**src/rtl/mem_stage_pkg.sv**
```systemverilog
// Shared types, funct3 encodings and the alignment check for the memory stage.
package mem_stage_pkg;

   typedef enum logic [1:0] {
      IDLE = 2'd0,
      REQ  = 2'd1,
      RESP = 2'd2,
      OUT  = 2'd3
   } state_t;

   localparam logic [2:0] F3_B  = 3'b000;
   localparam logic [2:0] F3_H  = 3'b001;
   localparam logic [2:0] F3_W  = 3'b010;
   localparam logic [2:0] F3_BU = 3'b100;
   localparam logic [2:0] F3_HU = 3'b101;

   // Unused funct3 encodings fall through to word-size alignment.
   function automatic logic is_misaligned(input logic [2:0] funct3, input logic [1:0] addr_lo);
      case (funct3)
         F3_B, F3_BU: is_misaligned = 1'b0;
         F3_H, F3_HU: is_misaligned = addr_lo[0];
         default:     is_misaligned = (addr_lo != 2'b00);
      endcase
   endfunction

endpackage

```
**src/rtl/lsu_align.sv**
```systemverilog
// Combinational store-side byte-enable/data replication and load-side extract/extend.
module lsu_align
   import mem_stage_pkg::*;
(
   input  logic [2:0]  funct3_i,
   input  logic [1:0]  addr_lo_i,
   input  logic [31:0] store_data_i,
   input  logic [31:0] load_word_i,
   output logic [3:0]  be_o,
   output logic [31:0] wdata_o,
   output logic [31:0] load_data_o
);

   logic [15:0] shifted;

   always_comb begin
      shifted     = 16'(load_word_i >> {addr_lo_i, 3'b000});
      be_o        = 4'b1111;
      wdata_o     = store_data_i;
      load_data_o = load_word_i;
      case (funct3_i)
         F3_B, F3_BU: begin
            be_o        = 4'b0001 << addr_lo_i;
            wdata_o     = {4{store_data_i[7:0]}};
            load_data_o = (funct3_i == F3_B) ? {{24{shifted[7]}}, shifted[7:0]}
                                             : {24'd0, shifted[7:0]};
         end
         F3_H, F3_HU: begin
            be_o        = 4'b0011 << addr_lo_i;
            wdata_o     = {2{store_data_i[15:0]}};
            load_data_o = (funct3_i == F3_H) ? {{16{shifted[15]}}, shifted}
                                             : {16'd0, shifted};
         end
         default: ;
      endcase
   end

endmodule

```
**src/rtl/mem_access_stage.sv**
```systemverilog
// RISC-V memory stage: one entry per handshake, at most one data-memory access per entry,
// with flush/squash handling and registered write-back payload toward the MEM/WB register.
module mem_access_stage
   import mem_stage_pkg::*;
#(
   parameter int unsigned RegAddrWidth     = 4,
   parameter bit          ClearDataOnReset = 1'b0
) (
   input  logic                    clk_i,
   input  logic                    reset_i,
   input  logic                    pipeline_flush,
   input  logic                    valid_i,
   output logic                    ready_o,
   input  logic [31:0]             alu_result_i,
   input  logic [31:0]             store_data_i,
   input  logic [2:0]              funct3_i,
   input  logic                    MemRead_i,
   input  logic                    MemWrite_i,
   input  logic [RegAddrWidth-1:0] rd_i,
   input  logic                    RegWrite_i,
   output logic                    dmem_req_o,
   output logic                    dmem_we_o,
   output logic [3:0]              dmem_be_o,
   output logic [31:0]             dmem_addr_o,
   output logic [31:0]             dmem_wdata_o,
   input  logic                    dmem_gnt_i,
   input  logic                    dmem_rvalid_i,
   input  logic [31:0]             dmem_rdata_i,
   output logic                    misaligned_o,
   output logic [31:0]             mem_data_o,
   output logic [31:0]             mem_address_o,
   output logic [RegAddrWidth-1:0] rd_o,
   output logic                    RegWrite_o,
   output logic                    valid_o,
   input  logic                    ready_i
);

   state_t                  state_q, state_d;
   logic                    flushed_q, flushed_d;
   logic                    misaligned_q, misaligned_d;
   logic [31:0]             addr_q, addr_d;
   logic [31:0]             sdata_q, sdata_d;
   logic [2:0]              funct3_q, funct3_d;
   logic                    mem_write_q, mem_write_d;
   logic [RegAddrWidth-1:0] rd_q, rd_d;
   logic                    regwrite_q, regwrite_d;
   logic [31:0]             mem_data_q, mem_data_d;

   logic        ready_c;
   logic        capture_c;
   logic        mis_c;
   logic [31:0] load_data_c;

   lsu_align u_align (
      .funct3_i     (funct3_q),
      .addr_lo_i    (addr_q[1:0]),
      .store_data_i (sdata_q),
      .load_word_i  (dmem_rdata_i),
      .be_o         (dmem_be_o),
      .wdata_o      (dmem_wdata_o),
      .load_data_o  (load_data_c)
   );

   always_comb begin
      state_d      = state_q;
      flushed_d    = flushed_q;
      misaligned_d = 1'b0;
      addr_d       = addr_q;
      sdata_d      = sdata_q;
      funct3_d     = funct3_q;
      mem_write_d  = mem_write_q;
      rd_d         = rd_q;
      regwrite_d   = regwrite_q;
      mem_data_d   = mem_data_q;

      ready_c   = (state_q == IDLE) || ((state_q == OUT) && ready_i);
      capture_c = valid_i && ready_c && !pipeline_flush;
      mis_c     = (MemRead_i || MemWrite_i) && is_misaligned(funct3_i, alu_result_i[1:0]);

      // A flushed transaction still runs to completion, then drops back to IDLE.
      case (state_q)
         REQ: begin
            flushed_d = flushed_q || pipeline_flush;
            if (dmem_gnt_i) begin
               if (mem_write_q) begin
                  state_d   = flushed_d ? IDLE : OUT;
                  flushed_d = 1'b0;
               end else begin
                  state_d = RESP;
               end
            end
         end
         RESP: begin
            flushed_d = flushed_q || pipeline_flush;
            if (dmem_rvalid_i) begin
               mem_data_d = load_data_c;
               state_d    = flushed_d ? IDLE : OUT;
               flushed_d  = 1'b0;
            end
         end
         OUT: begin
            if (pipeline_flush || (ready_i && !valid_i)) state_d = IDLE;
         end
         default: ;
      endcase

      if (capture_c) begin
         addr_d       = alu_result_i;
         sdata_d      = store_data_i;
         funct3_d     = funct3_i;
         mem_write_d  = MemWrite_i;
         rd_d         = rd_i;
         regwrite_d   = RegWrite_i && !mis_c;
         mem_data_d   = alu_result_i;
         misaligned_d = mis_c;
         state_d      = ((MemRead_i || MemWrite_i) && !mis_c) ? REQ : OUT;
      end
   end

   always_ff @(posedge clk_i) begin
      if (reset_i) begin
         state_q      <= IDLE;
         flushed_q    <= 1'b0;
         misaligned_q <= 1'b0;
      end else begin
         state_q      <= state_d;
         flushed_q    <= flushed_d;
         misaligned_q <= misaligned_d;
      end
   end

   // Payload optionally keeps its contents through reset.
   always_ff @(posedge clk_i) begin
      if (reset_i) begin
         if (ClearDataOnReset) begin
            addr_q      <= '0;
            sdata_q     <= '0;
            funct3_q    <= '0;
            mem_write_q <= 1'b0;
            rd_q        <= '0;
            regwrite_q  <= 1'b0;
            mem_data_q  <= '0;
         end
      end else begin
         addr_q      <= addr_d;
         sdata_q     <= sdata_d;
         funct3_q    <= funct3_d;
         mem_write_q <= mem_write_d;
         rd_q        <= rd_d;
         regwrite_q  <= regwrite_d;
         mem_data_q  <= mem_data_d;
      end
   end

   assign ready_o       = ready_c;
   assign valid_o       = (state_q == OUT);
   assign dmem_req_o    = (state_q == REQ);
   assign dmem_we_o     = mem_write_q;
   assign dmem_addr_o   = {addr_q[31:2], 2'b00};
   assign misaligned_o  = misaligned_q;
   assign mem_data_o    = mem_data_q;
   assign mem_address_o = addr_q;
   assign rd_o          = rd_q;
   assign RegWrite_o    = regwrite_q;

endmodule

```
**config.mk**
```make
export PLATFORM = sky130hd
export DESIGN_NAME = mem_access_stage
export DESIGN_NICKNAME = d
export VERILOG_FILES = /design/src/rtl/mem_stage_pkg.sv /design/src/rtl/lsu_align.sv /design/src/rtl/mem_access_stage.sv
export SDC_FILE = /design/constraint.sdc
export NUM_CORES = 1
export LEC_CHECK = 0
export BUFFER_PORTS_ARGS = -buffer_cell sky130_fd_sc_hd__buf_4
export CORE_ASPECT_RATIO = 1.25
export CORE_UTILIZATION = 47
export DETAILED_ROUTE_END_ITERATION = 10
export GPL_TIMING_DRIVEN = 1
export PLACE_DENSITY = 0.8
export SLEW_MARGIN = 10
export SYNTH_ARGS = -nofsm -noshare
export SYNTH_HDL_FRONTEND = slang
export SYNTH_HIERARCHICAL = 1
export SYNTH_SLANG_ARGS = --single-unit
```
**constraint.sdc**
```tcl
create_clock -name clk_i -period 5.66 [get_ports clk_i]
set_input_delay 0.849 -clock clk_i [delete_from_list [all_inputs] [get_ports clk_i]]
set_output_delay 0.849 -clock clk_i [all_outputs]
set_load 0.03 [all_outputs]
```
# Yosys cells after proc, flatten, opt, wreduce, memory -nomap -nowiden
# Cells that the tools add are included.
[word_totals]
register_bits = 109
output_inout_bits = 142
word_cells = 78
[classes]
n_bitwise = 2
n_eq_ne = 12
muxes = 21
reduce_logical = 30
n_shift = 3
[ops]
columns = ["operator", "count"]
rows = [
  ["$mux 32", 5],
  ["$pmux 32 s2", 2],
  ["$shr 32x5->16", 1],
  ["$mux 2", 7],
  ["$eq 3x3->1 const B", 4],
  ["$reduce_or 2->1", 5],
  ["$pmux 4 s2", 1],
  ["$reduce_bool 2->1", 4],
  ["$logic_and 1x1->1", 7],
  ["$eq 3x1->1 const B", 2],
  ["$logic_not 3->1", 2],
  ["$ne 3x1->1 const B", 2],
  ["$pmux 2 s3", 1],
  ["$eq 2x2->1 const B", 2],
  ["$logic_or 1x1->1", 4],
  ["$pmux 1 s2", 2],
  ["$reduce_and 4->1", 1],
  ["$reduce_bool 4->1", 1],
  ["$shl 1x2->4 const A", 1],
  ["$shl 2x2->4 const A", 1],
  ["$logic_not 1->1", 3],
  ["$mux 1", 3],
  ["$ne 3x3->1 const B", 1],
  ["$reduce_and 3->1", 1],
  ["other kinds (4)", 5],
]

# Longest topological paths before layout
# Gate-level depths: netlist (run 1).
[logic_depth]
word_depth = 8
ltp_mapped = 8

# Cells and area by module
# The synthesis (run 1) kept the hierarchy.
[modules_own_cells]
columns = ["module", "area_each_um2", "instances", "seq_area_each_um2", "cells_per_inst"]
rows = [
  ["mem_access_stage", 4199.0, 1, 3233.1, 286],
  ["lsu_align", 1368.8, 1, 0.0, 200],
]

# Worst setup path after synthesis (run 1)
# OpenSTA, ideal clock, no wires.
[synth_timing]
path_kind = "in2reg"
start = "input port valid_i"
end = "register regwrite_q (netlist: RegWrite_o) (enable)"
setup_slack_ps = 528
arrival_ps = 4627
cell_stages = 5
setup_ps = 506
cell_sequence = "inv_1 -> or3_1 -> buf_6 -> buf_6 -> nor2_1"
[synth_between]
elab_chain_cells = 3
[synth_rtl]
columns = ["element", "line", "source"]
rows = [
  ["from (decl)", "mem_access_stage.sv:12", "input logic valid_i,"],
  ["$logic_and 1x1->1 (2 in a row)", "mem_access_stage.sv:77", "capture_c = valid_i && ready_c && !pipeline_flush;"],
  ["$reduce_and 2->1 (no source line)", "-", ""],
  ["to (signal assigned)", "mem_access_stage.sv:150", "regwrite_q <= regwrite_d;"],
  ["to (decl)", "mem_access_stage.sv:46", "logic regwrite_q, regwrite_d;"],
]
# No other way between the ends.
# A chain may end at the register's enable or synchronous reset.

# Worst setup path in the final report (run 1)
[layout_timing]
start = "register funct3_q[1]"
end = "output port dmem_wdata_o[14]"
[layout_between]
elab_chain_cells = 3
elab_cells_between_ends = 7
classes_between = "eq/ne (3); mux (1); reduce/logical (3)"
[layout_rtl]
columns = ["element", "line", "source"]
rows = [
  ["from (decl)", "mem_access_stage.sv:43", "logic [2:0] funct3_q, funct3_d;"],
  ["from (signal assigned)", "mem_access_stage.sv:147", "funct3_q <= funct3_d;"],
  ["$eq 3x3->1, or another cell as far along", "lsu_align.sv:21", "case (funct3_i)"],
  ["$reduce_or 2->1", "lsu_align.sv:21", ""],
  ["$pmux 32 s2 (*)", "lsu_align.sv:21", ""],
  ["to (decl)", "mem_access_stage.sv:25", "output logic [31:0] dmem_wdata_o,"],
]
# Mark *: on every way between the ends. The rest lies on a longest branch, timed or not.

==> impl_metrics.env, run 1 <==
export IMPL_status="complete, no violations"
export IMPL_start_util_pct=48.16
export IMPL_r2r_start="state_q[0]$_SDFFE_PP0P_"
export IMPL_r2r_end="mem_address_o[28]$_DFFE_PP_"
export IMPL_required_ns=4.81
export IMPL_p_per_area_nw_per_um2=316.2
export IMPL_startpoint_type="register"
export IMPL_fillers=887
export IMPL_io_pin_count=255
export IMPL_grt_max_degree=66
export IMPL_htree_levels=3
export IMPL_fp_row_count=44
export IMPL_hold_path_startpoint="flushed_q$_SDFFE_PP0P_"
export IMPL_async_flop_share_pct=0
export IMPL_yosysTopAreaCell="edfxtp_1"
export IMPL_crit_type="register to output port"
export IMPL_reg2reg_depth=6
export IMPL_die_height_um=123.7
export IMPL_clock_skew_ns=0.01007
export IMPL_clk_latency_ns=0.34
export IMPL_fin_nets=805
export IMPL_fmax_ghz=0.2963
export IMPL_rsz0062_at_grt="no"
export IMPL_clk_pin_slew_worst_paths_ns=0.08
export IMPL_track_usage_pct=23.38
export IMPL_synth_area_mux_share_pct=7.056
export IMPL_synth_compound_area_share_pct=11.17
export IMPL_dr_pass1_iters=5
export IMPL_grt_pass1_wl_um=21690
export IMPL_tightest_slew_ns=1.074
export IMPL_synth_cell_types=55
export IMPL_cts_tree="built"
export IMPL_drtIter0Drc=300
export IMPL_core_area_um2=11560
export IMPL_route_detailed_drc=0
export IMPL_synth_simple_area_share_pct=13.08
export IMPL_post_cts_buffers=0
export IMPL_worst_ir_drop_vdd_mv=0.1857
export IMPL_setup_viol=0
export IMPL_multiInputGateArea_um2=1822
export IMPL_cts_hold_buf=0
export IMPL_slew_violations=0
export IMPL_max_stage_delay_ns=0.74
export IMPL_r2r_setup_slack_ns=2.63
export IMPL_p_leak_nw=3.262
export IMPL_avgRoutedWirePerCell_um=17.49
export IMPL_antenna_found_initial=0
export IMPL_synth_area_um2=5568
export IMPL_setup_tns_ns=0
export IMPL_hold_path_class="register to register"
export IMPL_fp_dieW_um=99.35
export IMPL_synth_seq_cells=109
export IMPL_cts_sinks=109
export IMPL_drt_total_wl_um=14530
export IMPL_clockRootBuffer="clkbuf_16"
export IMPL_synth_flop_cell="edfxtp_1"
export IMPL_diodes=0
export IMPL_synth_top_family_by_area="simple AND/OR/NAND/NOR gates"
export IMPL_areaGrowthSynthToFinish_pct=34.97
export IMPL_synth_xor_area_share_pct=0
export IMPL_final_cell_count_no_fill=831
export IMPL_gp_congestion=0.8256
export IMPL_crit_path_frequent_cell="buf_4"
export IMPL_yosysSeqAreaShare_pct=58.07
export IMPL_dp_hpwl_um=10970
export IMPL_hold_end="flushed_q$_SDFFE_PP0P_"
export IMPL_worst_path_max_fanout=65
export IMPL_numPlacedInstances=814
export IMPL_drive_gt1_share_pct=44.30
export IMPL_hold_violations=0
export IMPL_drv_cap=0
export IMPL_critPathCaptureType="output port"
export IMPL_io_buffers=252
export IMPL_worstPathCellList="buf_4, or2_0, mux2_2, buf_4"
export IMPL_slowest_stage="or2_0"
export IMPL_final_antenna_net_count=0
export IMPL_relSlewSlack_pct=28.41
export IMPL_post_cts_resized=0
export IMPL_yosysTopAreaCellShare_pct=56.63
export IMPL_yosysWarnings=6
export IMPL_vias_per_cell=5.353
export IMPL_seq_area_um2=3233
export IMPL_period_share_pct=59.62
export IMPL_routed_via_count=4448
export IMPL_synth_edf_count=105
export IMPL_cts_path_max_buffers=2
export IMPL_avgSynthCellArea_um2=11.46
export IMPL_numCtsBuffers=9
export IMPL_grt_pass1_vias=4266
export IMPL_crit_arrival_ns=2.53
export IMPL_dieArea_um2=12290
export IMPL_gr_total_overflow=0
export IMPL_synthTopCellsByArea="edfxtp_1, nand2_1, buf_4"
export IMPL_syn_inst=486
export IMPL_final_min_clock_period_ns=3.374
export IMPL_synth_fa_ha_area_share_pct=0.8989
export IMPL_hold_depth=2
## placed cells by master, fill, tap and decap left out, drive strengths merged, types with 3 or more instances in the layout
cell type	Yosys	routed
a21oi	7	7
a221o	3	3
a221oi	5	5
a22oi	7	7
a2bb2oi	4	4
a31oi	3	3
buf	62	257
clkbuf	5	10
dfxtp	4	4
edfxtp	105	105
ha	4	4
inv	16	20
mux2	23	23
mux2i	13	13
nand2	126	126
nand2b	5	5
nor2	13	13
nor2b	9	9
o211a	3	3
o211ai	4	4
o21ai	31	31
o22ai	3	3
## layer usage
| layer | global-route usage (%) | up-vias | wire length, µm |
|---|---|---|---|
| li1 | - | 2100 | - |
| met1 | 24.95 | 2074 | 5216 |
| met2 | 43.45 | 238 | 7787 |
| met3 | 4.545 | 36 | 1001 |
| met4 | 12.87 | 0 | 524 |
| met5 | 0 | - | 0 |
## state kept, by name (all words and copies together) (netlist names)
register,flops
misaligned_o,1
RegWrite_o,1
rd_o,4
funct3_q,3
mem_data_o,32
flushed_q,1
sdata_q,32
state_q,2
dmem_we_o,1
mem_address_o,32
## worst max-delay path, delay by kind of cell (launching register included)
| kind | cells | cell delay (ns) |
|---|---|---|
| and+or+nand+nor | 1 | 0.74 |
| muxes | 1 | 0.42 |
| buffers and inverters | 2 | 0.66 |
| DFF | 1 | 0.33 |
## power breakdown
group	leakage [nW]	total, mW	internal (mW)	switching (mW)
combinational	2.13	0.737	0.281	0.456
clock	0.140	0.605	0.318	0.287
sequential	0.994	1.03	0.994	0.0411
total	3.26	2.38	1.59	0.784
## final cells by class
type,count,area share (%)
sequential,109,43.02
timing repair buffer,257,25.77
multi-input combinational,295,24.24
clock buffer,10,3.180
tap,138,2.298
inverter,16,0.7992
clock inverter,6,0.6827
## kinds of logic after synthesis
logic type | Yosys count
fa+ha+maj | 4
compound gates | 86
buf+inv | 83
simple gates | 167
other cells | 1
flops | 109
mux | 36
## Yosys cell counts, drive strengths merged, types with 3 or more instances
cell type	instances
nand2	126
nor2	13
clkbuf	5
nand2b	5
a2bb2oi	4
mux2	23
a21oi	7
mux2i	13
nor2b	9
a221oi	5
ha	4
buf	62
o22ai	3
a22oi	7
o211ai	4
o21ai	31
edfxtp	105
a31oi	3
inv	16
a221o	3
o211a	3
dfxtp	4
## metrics by stage
stage / worst slack [ns] / power [mW] / util [%] / area, µm² / hold WS (ns)
floorplan: 0.5277 / 1.535 / - / 5572 / 0.4438
global placement: 2.401 / 1.761 / 62.36 / 7209 / 0.4712
detailed placement: 2.297 / 1.784 / 62.36 / 7209 / 0.5149
CTS: 2.282 / 2.388 / 64.87 / 7500 / 0.5305
global route: 2.136 / 2.472 / 65.00 / 7515 / 0.5505
finish: 2.286 / 2.376 / 65.00 / 7515 / 0.5331
## worst max path at each step
stage                                      from                    to  cells past startpoint
after floorplan                         valid_i  RegWrite_o$_DFFE_PP_                      5
after global placement                  valid_i     rd_o[0]$_DFFE_PP_                      6
after detailed placement                valid_i     rd_o[0]$_DFFE_PP_                      6
after CTS                 funct3_q[1]$_DFFE_PP_      dmem_wdata_o[13]                      4
after global routing      funct3_q[1]$_DFFE_PP_      dmem_wdata_o[14]                      4
final                     funct3_q[1]$_DFFE_PP_      dmem_wdata_o[14]                      4
No activity file was read; power rests on OpenSTA's default activity.
==> run 2: changes to the inputs <==
Clock period 5.66 ns to 3.26 ns, I/O delays scaled along.
==> run 2 against run 1 <==
- highest routed layer unchanged
- utilization is 0.29 points higher
- sequential share of layout area decreased by 0.19 points
- clock skew rose by 0.00053 ns
==> impl_metrics.env, run 2 (synthesis results as in run 1) <==
export IMPL_drv_cap=0
export IMPL_mostFrequentLayoutCells="buf_4, nand2_1, edfxtp_1, o21ai_0, mux2_2"
export IMPL_dieArea_um2=12290
export IMPL_track_usage_pct=23.21
export IMPL_final_cell_count_no_fill=835
export IMPL_worst_path_max_fanout=18
export IMPL_r2r_setup_slack_ns=0.87
export IMPL_final_area_um2=7548
export IMPL_critPathCaptureType="output port"
export IMPL_grt_pass1_wl_um=21630
export IMPL_grt_max_degree=46
export IMPL_status="complete, no violations"
export IMPL_fp_row_count=44
export IMPL_io_buffers=252
export IMPL_dr_pass1_iters=7
export IMPL_final_min_clock_period_ns=2.912
export IMPL_numCtsBuffers=9
export IMPL_htree_levels=3
export IMPL_io_pin_count=255
export IMPL_reg2reg_depth=5
export IMPL_core_area_um2=11560
export IMPL_setup_tns_ns=0
export IMPL_relSlewSlack_pct=43.32
export IMPL_cts_path_max_buffers=2
export IMPL_dpl_cell_area_um2=7247
export IMPL_clockRootBuffer="clkbuf_16"
export IMPL_numPlacedInstances=819
export IMPL_startpoint_type="register"
export IMPL_period_share_pct=89.33
export IMPL_routed_via_count=4416
export IMPL_slew_violations=0
export IMPL_fin_nets=809
export IMPL_crit_start="funct3_q[0]$_DFFE_PP_"
export IMPL_diodes=0
export IMPL_post_cts_resized=0
export IMPL_hold_violations=0
export IMPL_drive_gt1_share_pct=44.48
export IMPL_drtIter0Drc=296
export IMPL_tightest_slew_ns=0.8502
export IMPL_setup_viol=0
export IMPL_gp_congestion=0.8373
export IMPL_r2r_start="funct3_q[0]$_DFFE_PP_"
export IMPL_r2r_end="mem_data_o[20]$_DFFE_PP_"
export IMPL_grt_pass1_vias=4294
export IMPL_clk_latency_ns=0.34
export IMPL_areaGrowthSynthToFinish_pct=35.57
export IMPL_fp_dieW_um=99.35
export IMPL_cts_tree="built"
export IMPL_dp_hpwl_um=10990
export IMPL_cts_hold_buf=0
export IMPL_clk_pin_slew_worst_paths_ns=0.08
export IMPL_crit_end="dmem_wdata_o[12]"
export IMPL_drt_total_wl_um=14560
export IMPL_route_detailed_drc=0
export IMPL_gr_total_overflow=0
export IMPL_required_ns=2.77
export IMPL_hold_path_class="input port to register"
export IMPL_layout_commonest_cell="buf_4"
export IMPL_antenna_found_initial=0
export IMPL_crit_arrival_ns=2.42
export IMPL_avgRoutedWirePerCell_um=17.44
export IMPL_final_antenna_net_count=0
export IMPL_clock_skew_ns=0.01060
export IMPL_die_height_um=123.7
export IMPL_p_per_area_nw_per_um2=552.8
export IMPL_rsz0062_at_grt="no"
export IMPL_fmax_ghz=0.3434
export IMPL_worst_ir_drop_vdd_mv=0.3589
export IMPL_cts_sinks=109
export IMPL_vias_per_cell=5.289
export IMPL_crit_type="register to output port"
export IMPL_start_util_pct=48.16
export IMPL_post_cts_buffers=0
export IMPL_p_leak_nw=3.289
## run 2: changes by cell type in the layout (fill, tap and decap cells not counted), sizes merged
| cell | delta |
|---|---|
| inv | -2 |
| clkinvlp | -1 |
| buf | +4 |
| clkinv | +2 |
| bufinv | +1 |
## run 2: cell type report
cell class              count  area [µm²]
well taps                 138       172.7
repair buffers            261        1959
fillers                   902        4013
clock inverters             6       72.57
inverters                  16       60.06
clock buffers              10       229.0
flip-flops and latches    109        3233
multi-input cells         295        1822
## run 2: metal layers
metal | GRT usage [%] | vias up | part of all wire [%]
met5 | 0 | - | 0
met2 | 42.10 | 228 | 53
met1 | 25.81 | 2049 | 36
met3 | 4.658 | 33 | 7.5
met4 | 12.13 | 0 | 3.4
li1 | - | 2106 | -
## run 2: power breakdown
part / total (mW) / leakage, nW / switching [mW] / internal, mW
Sequential: 1.79 / 0.994 / 0.0669 / 1.72
Clock: 1.11 / 0.149 / 0.499 / 0.606
Combinational: 1.28 / 2.15 / 0.788 / 0.489
Total: 4.17 / 3.29 / 1.35 / 2.82
## run 2: metrics by stage
stage / setup WS [ns] / hold slack, ns / utilization [%] / power, mW
2_1_floorplan: 0.2689 / 0.4438 / - / 2.661
3_3_place_gp: 0.7683 / 0.4598 / 62.68 / 3.064
3_5_place_dp: 0.7325 / 0.4751 / 62.68 / 3.099
4_1_cts: 0.3616 / 0.3039 / 65.29 / 4.202
5_1_grt: 0.2452 / 0.3004 / 65.29 / 4.349
6_report: 0.3479 / 0.3134 / 65.29 / 4.173
## run 2: worst min-delay path by stage
| stage | startpoint | end | depth (start not counted) |
|---|---|---|---|
| floorplan | flushed_q$_SDFFE_PP0P_ | flushed_q$_SDFFE_PP0P_ | 2 |
| global placement | flushed_q$_SDFFE_PP0P_ | flushed_q$_SDFFE_PP0P_ | 2 |
| detailed placement | flushed_q$_SDFFE_PP0P_ | flushed_q$_SDFFE_PP0P_ | 2 |
| CTS | rd_i[1] | rd_o[1]$_DFFE_PP_ | 1 |
| global route | store_data_i[17] | sdata_q[17]$_DFFE_PP_ | 1 |
| finish | rd_i[1] | rd_o[1]$_DFFE_PP_ | 1 |
## run 2: worst max-delay path, stage by stage, from the launching register on
cell      delay, ns
edfxtp_1       0.76
or2_0          0.74
mux2_2         0.42
buf_4          0.17
==> run 3: changes to the inputs <==
Settings changed: CTS_CLUSTER_SIZE from default to 16, PLACE_DENSITY 0.8 to default, PLACE_DENSITY_LB_ADDON from default to 0.3.
==> run 3 against run 2 <==
- clock-buffer cell count rose by 1
- worst setup slack gained 0.27 ns
- sequential power is essentially flat
- largest power group unchanged
- non-clock buffer count unchanged
- combinational power hardly changed
- global-route usage shrank 0.46 points
- clock power decreased by 4%
- via count down 0.54%
- cell area hardly changed
- sequential cell count is the same
- highest routed layer unchanged
- clock skew is 0.0025 ns lower
- routed wire length shrank 2.1%
==> impl_metrics.env, run 3 (synthesis results as in run 1) <==
export IMPL_status="complete, no violations"
export IMPL_fp_dieW_um=99.35
export IMPL_worstPathCellList="nor2b_1, a21oi_1, nand2_1, buf_4"
export IMPL_drive_gt1_share_pct=44.62
export IMPL_start_util_pct=48.16
export IMPL_grt_max_degree=55
export IMPL_htree_levels=3
export IMPL_die_height_um=123.7
export IMPL_setup_tns_ns=0
export IMPL_crit_type="register to output port"
export IMPL_io_buffers=252
export IMPL_post_cts_resized=0
export IMPL_vias_per_cell=5.260
export IMPL_worst_ir_drop_vdd_mv=0.3865
export IMPL_drt_total_wl_um=14250
export IMPL_hold_depth=1
export IMPL_numCtsBuffers=9
export IMPL_r2r_start="state_q[0]$_SDFFE_PP0P_"
export IMPL_grt_pass1_wl_um=21230
export IMPL_p_leak_nw=3.282
export IMPL_tightest_slew_ns=0.8319
export IMPL_hold_end="sdata_q[2]$_DFFE_PP_"
export IMPL_hold_path_startpoint="store_data_i[2]"
export IMPL_cts_sinks=109
export IMPL_gr_total_overflow=0
export IMPL_clk_latency_ns=0.35
export IMPL_areaGrowthSynthToFinish_pct=35.62
export IMPL_clk_pin_slew_worst_paths_ns=0.07
export IMPL_r2r_end="mem_data_o[23]$_DFFE_PP_"
export IMPL_hold_violations=0
export IMPL_mostFrequentLayoutCells="buf_4, nand2_1, edfxtp_1, o21ai_0, mux2_2"
export IMPL_relSlewSlack_pct=44.54
export IMPL_antenna_found_initial=0
export IMPL_core_area_um2=11560
export IMPL_diodes=0
export IMPL_crit_arrival_ns=2.15
export IMPL_drtIter0Drc=240
export IMPL_p_per_area_nw_per_um2=549.2
export IMPL_final_min_clock_period_ns=2.640
export IMPL_slew_violations=0
export IMPL_final_antenna_net_count=0
export IMPL_grt_pass1_vias=4322
export IMPL_required_ns=2.77
export IMPL_critPathCaptureType="output port"
export IMPL_slowest_stage="edfxtp_1"
export IMPL_rsz0062_at_grt="no"
export IMPL_cts_tree="built"
export IMPL_period_share_pct=80.98
export IMPL_route_detailed_drc=0
export IMPL_layout_commonest_cell="buf_4"
export IMPL_cts_path_max_buffers=2
export IMPL_max_stage_delay_ns=0.80
export IMPL_routed_via_count=4392
export IMPL_power_mw=4.147
export IMPL_clockRootBuffer="clkbuf_16"
export IMPL_dr_pass1_iters=7
export IMPL_post_cts_buffers=0
export IMPL_r2r_setup_slack_ns=0.85
export IMPL_fmax_ghz=0.3788
export IMPL_hold_path_class="input port to register"
export IMPL_gp_congestion=0.8415
export IMPL_startpoint_type="register"
export IMPL_dieArea_um2=12290
export IMPL_drv_cap=0
export IMPL_crit_start="mem_address_o[0]$_DFFE_PP_"
export IMPL_fp_row_count=44
export IMPL_setup_viol=0
export IMPL_dp_hpwl_um=10640
export IMPL_worst_path_max_fanout=24
export IMPL_cts_hold_buf=0
export IMPL_fin_util_pct=65.31
export IMPL_reg2reg_depth=6
export IMPL_fin_nets=809
export IMPL_avgRoutedWirePerCell_um=17.07
export IMPL_clock_skew_ns=0.008107
export IMPL_track_usage_pct=22.75
export IMPL_io_pin_count=255
[run 3: changes by cell type in the layout (fill, tap and decap cells not counted), sizes merged]
| cell | change |
|---|---|
| clkinvlp | +2 |
| inv | -1 |
| bufinv | -1 |
| clkbuf | +1 |
| clkinv | -1 |
[run 3: where the power goes]
group	switching, mW	leakage, nW	internal [mW]
Clock	0.506	0.140	0.568
Sequential	0.0679	0.994	1.72
Combinational	0.787	2.15	0.494
Total	1.36	3.28	2.79
[run 3: worst max path at each step]
stage                               end  slack [ns]  cells after the start
3_3_place_gp   mem_data_o[23]$_DFFE_PP_        1.03                      6
3_5_place_dp   mem_data_o[25]$_DFFE_PP_        0.89                      6
4_1_cts                    dmem_be_o[2]        0.59                      4
2_1_floorplan      RegWrite_o$_DFFE_PP_        0.27                      6
5_1_grt                    dmem_be_o[2]        0.50                      4
6_report                   dmem_be_o[2]        0.62                      4
[run 3: routing by layer]
| layer | part of all wire [%] | wire, µm | GRT usage (%) |
|---|---|---|---|
| met2 | 52 | 7403 | 40.89 |
| met5 | 0 | 0 | 0 |
| met4 | 3.9 | 555 | 12.41 |
| met1 | 37 | 5255 | 24.64 |
| met3 | 7.3 | 1040 | 5.724 |
[run 3: layout make-up]
class | instances | area [µm²]
clock buffer | 11 | 252.7
clock inverter | 5 | 43.79
fill | 902 | 4010
inverter | 16 | 60.06
multi-input combinational | 295 | 1822
sequential | 109 | 3233
tap | 138 | 172.7
timing repair buffer | 261 | 1967
[run 3: critical path, delay by kind of cell (launching register included)]
kind,cells,cell delay (ns)
AO/OA/AOI/OAI,1,0.14
buffers and inverters,1,0.17
flip-flops,1,0.80
AND/OR/NAND/NOR,2,0.68
[run 3: metrics by stage]
step / setup WS, ns / cell area (µm²) / hold slack (ns) / std cells
2_1_floorplan: 0.2689 / 5579 / 0.4438 / 487
5_1_grt: 0.4999 / 7551 / 0.2957 / 835
6_report: 0.6201 / 7551 / 0.3066 / 835
4_1_cts: 0.5930 / 7536 / 0.2967 / 834
3_3_place_gp: 1.032 / 7239 / 0.4640 / 818
3_5_place_dp: 0.8941 / 7239 / 0.4734 / 818
